`config.mk`:
```
export PLATFORM = sky130hd
export DESIGN_NAME = fuzz_sig_collector
export DESIGN_NICKNAME = d
export VERILOG_FILES = /design/src/rtl/fuzz_sig_collector.sv
export SDC_FILE = /design/constraint.sdc
export NUM_CORES = 1
export LEC_CHECK = 0
export CORE_AREA = 2 2 125 127
export CTS_CLUSTER_DIAMETER = 60
export DETAILED_ROUTE_END_ITERATION = 10
export DIE_AREA = 0 0 127 129
export PLACE_DENSITY = 0.73
export SLEW_MARGIN = 0
export SYNTH_ARGS = -nofsm -noshare
export SYNTH_HDL_FRONTEND = slang
export SYNTH_SLANG_ARGS = --single-unit
```
`constraint.sdc`:
```
create_clock -name clk -period 1.9 [get_ports clk]
set_clock_uncertainty 0.2 [all_clocks]
set_input_delay 0.285 -clock clk [delete_from_list [all_inputs] [get_ports clk]]
set_output_delay 0.285 -clock clk [all_outputs]
set_load 0.05 [all_outputs]
```
`src/rtl/fuzz_sig_collector.sv`:
```
// fuzz_sig_collector: folds each qualified 245-bit result sample into a 32-bit MISR and
// freezes the signature after SAMPLES accepted samples for comparison against exp_sig.
module fuzz_sig_collector #(
  parameter int               Y_W     = 245,
  parameter int               SIG_W   = 32,
  parameter logic [SIG_W-1:0] POLY    = 32'h04C11DB7,
  parameter logic [SIG_W-1:0] SEED    = 32'hFFFFFFFF,
  parameter int               SAMPLES = 21
) (
  input  logic             clk,
  input  logic             rst_n,
  input  logic             start,
  input  logic [Y_W-1:0]   y_in,
  input  logic             y_valid,
  input  logic [SIG_W-1:0] exp_sig,
  output logic             busy,
  output logic             done,
  output logic [7:0]       sample_cnt,
  output logic [SIG_W-1:0] sig_out,
  output logic             match
);

  localparam int         N_SLICE  = (Y_W + SIG_W - 1) / SIG_W;
  localparam logic [7:0] LAST_CNT = 8'(SAMPLES - 1);

  // One-hot so busy/done come straight from flops
  typedef enum logic [2:0] {
    ST_IDLE = 3'b001,
    ST_RUN  = 3'b010,
    ST_DONE = 3'b100
  } state_t;

  state_t           r_state;
  state_t           w_state_nxt;
  logic [SIG_W-1:0] r_sig;
  logic [SIG_W-1:0] w_sig_nxt;
  logic [7:0]       r_cnt;
  logic [7:0]       w_cnt_nxt;
  logic             r_busy;
  logic             r_done;
  logic             w_accept;
  logic             w_load;
  logic             w_last;

  function automatic logic [SIG_W-1:0] fold_f(input logic [Y_W-1:0] y);
    logic [N_SLICE*SIG_W-1:0] pad;
    logic [SIG_W-1:0]         acc;
    pad          = {(N_SLICE*SIG_W){1'b0}};
    pad[Y_W-1:0] = y;
    acc          = {SIG_W{1'b0}};
    for (int i = 0; i < N_SLICE; i++) begin
      acc = acc ^ pad[i*SIG_W +: SIG_W];
    end
    return acc;
  endfunction

  function automatic logic [SIG_W-1:0] misr_step(input logic [SIG_W-1:0] sig,
                                                 input logic [SIG_W-1:0] fold);
    return {sig[SIG_W-2:0], 1'b0} ^ (sig[SIG_W-1] ? POLY : {SIG_W{1'b0}}) ^ fold;
  endfunction

  assign w_accept = (r_state == ST_RUN) && y_valid;
  assign w_last   = (r_cnt == LAST_CNT);
  // start is honoured from IDLE and DONE only; a restart mid-run is dropped
  assign w_load   = start && (r_state != ST_RUN);

  // State and datapath registers
  always_ff @(posedge clk or negedge rst_n) begin
    if (!rst_n) begin
      r_state <= ST_IDLE;
      r_sig   <= {SIG_W{1'b0}};
      r_cnt   <= 8'd0;
      r_busy  <= 1'b0;
      r_done  <= 1'b0;
    end else begin
      r_state <= w_state_nxt;
      r_sig   <= w_sig_nxt;
      r_cnt   <= w_cnt_nxt;
      r_busy  <= (w_state_nxt == ST_RUN);
      r_done  <= (w_state_nxt == ST_DONE);
    end
  end

  // Next-state logic
  always_comb begin
    w_state_nxt = r_state;
    case (r_state)
      ST_IDLE: begin
        if (start) w_state_nxt = ST_RUN;
        else       w_state_nxt = ST_IDLE;
      end
      ST_RUN: begin
        if (w_accept && w_last) w_state_nxt = ST_DONE;
        else                    w_state_nxt = ST_RUN;
      end
      ST_DONE: begin
        if (start) w_state_nxt = ST_RUN;
        else       w_state_nxt = ST_DONE;
      end
      default: w_state_nxt = ST_IDLE;
    endcase
  end

  // Signature and sample counter update
  always_comb begin
    w_sig_nxt = r_sig;
    w_cnt_nxt = r_cnt;
    if (w_load) begin
      w_sig_nxt = SEED;
      w_cnt_nxt = 8'd0;
    end else if (w_accept) begin
      w_sig_nxt = misr_step(r_sig, fold_f(y_in));
      w_cnt_nxt = r_cnt + 8'd1;
    end else begin
      w_sig_nxt = r_sig;
      w_cnt_nxt = r_cnt;
    end
  end

  assign busy       = r_busy;
  assign done       = r_done;
  assign sample_cnt = r_cnt;
  assign sig_out    = r_sig;
  assign match      = r_done && (r_sig == exp_sig);

endmodule

```
==> flow_summary.toml <==
[logic_synthesis]
yosysUniqueCellTypes = 33
ys_warn_count = 0
synthesis.area_mm2 = 0.00461
mappedNetlistNets = 696
synth_fa_ha_area_frac = 0.00543
yosys.area_share.xor_xnor = 0.591
synth_simple_gate_area_share = 0.0530
syn-mean-instance-area_um2 = 11.2
seq_area_frac_synth = 0.245
synth_top_family_by_area = "XOR/XNOR gates"
synth_mux_area_frac = 0
gate_count_post_synth = 413
synth.ff_latch_count = 45
synth-compound-area-share = 0.0869

[floorplanning]
design.portCount = 324
coreArea_mm2 = 0.0150
die_width_um = 127
core.rowCount = 45
area_of_the_die_mm2 = 0.0164
start_util = 0.308
die_height_um = 129

[pwr]
cellPowerDensity_mw_per_mm2 = 850
worst_vdd_rail_ir_drop_mv = 0.472
power.static_leakage_nw = 3.30

[critical_path]
timing.setup.critical_path_class = "reg2out"
critPathMaxFanout = 2
cp_arrival_ns = 1.89
launch_instance_of_the_worst_register_to_register_path = "r_state[0]"
regToRegSetupSlack_ns = 0.12
worst_ep_required_time_ns = 1.41
ff2ff_path_depth = 4
end_kind = "output port"
timing.critical_path.from_type = "register"
timing.rr.end = "sig_out[31]"

[routing]
drt-initial-drc-count = 95
firstDrtPassIters = 4
wl_met1_mm = 6.35
route.final.wire_length_mm = 16.4
final_antenna_net_count = 0
top_signal_layer_used = "met4"
dr_drc_count = 0
drt-wirelength-per-cell_um = 17.0
met3_routed_wirelength_mm = 1.05
vias_per_cell = 4.45
num_vias = 4311
met2_length_mm = 8.80

[outcome]
status = "complete, but fails checks"
failed_checks = "setup timing"

[clock_network]
cts-root-buf = "clkbuf_16"
clkSinkCount = 45
clk_path_buf_depth = 2
cts_inserted_buffers = 5
clkSlewWorstSetupHoldPaths_ns = 0.06
cts_tree = "yes"
source_to_sink_clock_delay_at_the_later_pin_of_the_worst_skew_pair_ns = 0.28
htree_num_levels = 2

[sta]
fmax_mhz = 421
setup-violations-final = 1
timing.final.ws_setup_ns = -0.475
final-hold-violation-count = 0
timing.slew.headroom = 0.732
tightest_slew_ns = 0.402
fin_crit_ns = 2.38
report.final.slew_viol_count = 0
setup_tns_ns = -0.475
unrepaired_setup_endpoints_after_global_routing = "true"
fin_crit_sh = 1.25

[global_route]
grt_start_max_net_pins = 24
groute.usage.overall = 0.193
global_route.overflow_total = 0
global_route_wire_length_before_repair_mm = 24.5
grt_antenna_before_repair = 0
vias_in_the_first_global_route = 4678

[placement]
finalWeightedCongestion = 0.799
pre_cts_setup_slack_ns = -0.616
placement.cell_area_mm2 = 0.00833
place_hpwl_mm = 14.1
io_buffer_count = 323

[finish]
synthToLayoutAreaGrowth_pct = 86.3
layout.cells.most_common = "clkdlybuf4s50_1"
n_fill_cell = 1311
final_cell_mix = "clkdlybuf4s50_1 (277), xnor2_1 (176), buf_4 (82)"
num_antenna_cells = 0
final_nets = 1063
finalInstanceArea_mm2 = 0.00858
drive_above_1_share = 0.178

[run]
cap_violations = 0

[worst_hold_path]
holdCritPathClass = "in2async"
area by class of cell:
cell class	instances	area, um^2	area share
clock buffer	5	125	0.0146
clock inverter	3	65.1	0.00758
inverter	4	15.0	0.00175
multi-input combinational	354	3430	0.399
sequential	45	1150	0.134
tap	188	235	0.0274
timing repair buffer	370	3560	0.415
per-layer routing:
layer | vias up | track usage
li1 | 2111 | -
met1 | 1994 | 0.218
met2 | 189 | 0.378
met3 | 17 | 0.0374
met4 | 0 | 0.0394
met5 | - | 0
registers in the layout (all words and copies together) (netlist names):
register    cells
sample_cnt      8
busy            1
done            1
r_state         3
sig_out        32
where the power goes:
part           switching (mW)  total [mW]  internal (mW)
combinational            2.22        4.78           2.56
clock                   0.380        1.13          0.752
sequential              0.188        1.38           1.19
total                    2.79        7.30           4.51
repair_timing:
action / in CTS / in global routing
endpoints found under the hold margin: 13 / 0
gates resized for setup: 4 / 4
hold buffers: 1 / 0
pin swaps: 2 / 5
endpoints found under the setup margin: 15 / 20
buffers inserted: 2 / 1
how the worst max path moves through the flow:
stage               cells past startpoint     to        start  slack, ns
floorplan                               6  match  sig_out[31]      -0.26
global placement                        7  match  exp_sig[10]      -0.69
detailed placement                      7  match  exp_sig[11]      -0.62
CTS                                     6  match  sig_out[23]      -0.53
global route                            6  match  sig_out[22]      -0.58
finish                                  6  match  sig_out[11]      -0.48
Yosys cell counts:
| cell | n | area share |
|---|---|---|
| a21oi_1 | 1 | 0.0011 |
| a2bb2oi_1 | 22 | 0.042 |
| a2bb2oi_2 | 10 | 0.033 |
| a32o_1 | 2 | 0.0043 |
| and3_1 | 1 | 0.0014 |
| and4_1 | 1 | 0.0019 |
| and4bb_1 | 1 | 0.0027 |
| buf_1 | 1 | 0.00081 |
| buf_2 | 2 | 0.0022 |
| buf_4 | 1 | 0.0016 |
| buf_6 | 4 | 0.0098 |
| clkbuf_1 | 2 | 0.0016 |
| dfrtp_1 | 44 | 0.24 |
| dfstp_2 | 1 | 0.0057 |
| ha_1 | 2 | 0.0054 |
| inv_1 | 4 | 0.0033 |
| nand2_1 | 2 | 0.0016 |
| nand2b_1 | 1 | 0.0014 |
| nand3_1 | 5 | 0.0054 |
| nand3b_1 | 1 | 0.0016 |
| nand4_1 | 4 | 0.0054 |
| nand4bb_1 | 1 | 0.0024 |
| nor2_1 | 8 | 0.0065 |
| nor2b_2 | 1 | 0.0019 |
| nor3_1 | 4 | 0.0043 |
| nor3b_4 | 1 | 0.0041 |
| nor4_1 | 8 | 0.011 |
| o21ai_2 | 2 | 0.0038 |
| o31ai_1 | 2 | 0.0033 |
| or2_1 | 1 | 0.0014 |
| xnor2_1 | 176 | 0.33 |
| xnor3_1 | 24 | 0.12 |
| xor2_1 | 73 | 0.14 |
kinds of logic after synthesis:
family	Yosys count
buf+inv	14
flops	45
xor+xnor	273
simple gates	40
compound gates	39
fa+ha+maj	2
critical path: stages (launching register included):
cell     delay, ns
dfrtp_2       0.41
xor2_1        0.17
nor4_2        0.31
buf_4         0.16
nand4_1       0.19
nor3_4        0.21
buf_12        0.16
stage by stage:
| stage | instances | power (mW) | utilization | hold WS [ns] |
|---|---|---|---|---|
| 3_5_place_dp | 957 | 6.16 | 0.556 | 0.0406 |
| 4_1_cts | 968 | 7.37 | 0.572 | 0.274 |
| 6_report | 969 | 7.30 | 0.573 | 0.258 |
| 2_1_floorplan | 413 | 4.38 | - | -0.211 |
| 5_1_grt | 969 | 7.71 | 0.573 | 0.296 |
| 3_3_place_gp | 957 | 6.11 | 0.556 | 0.0352 |
Note: power is estimated with default switching activity, not from simulation.
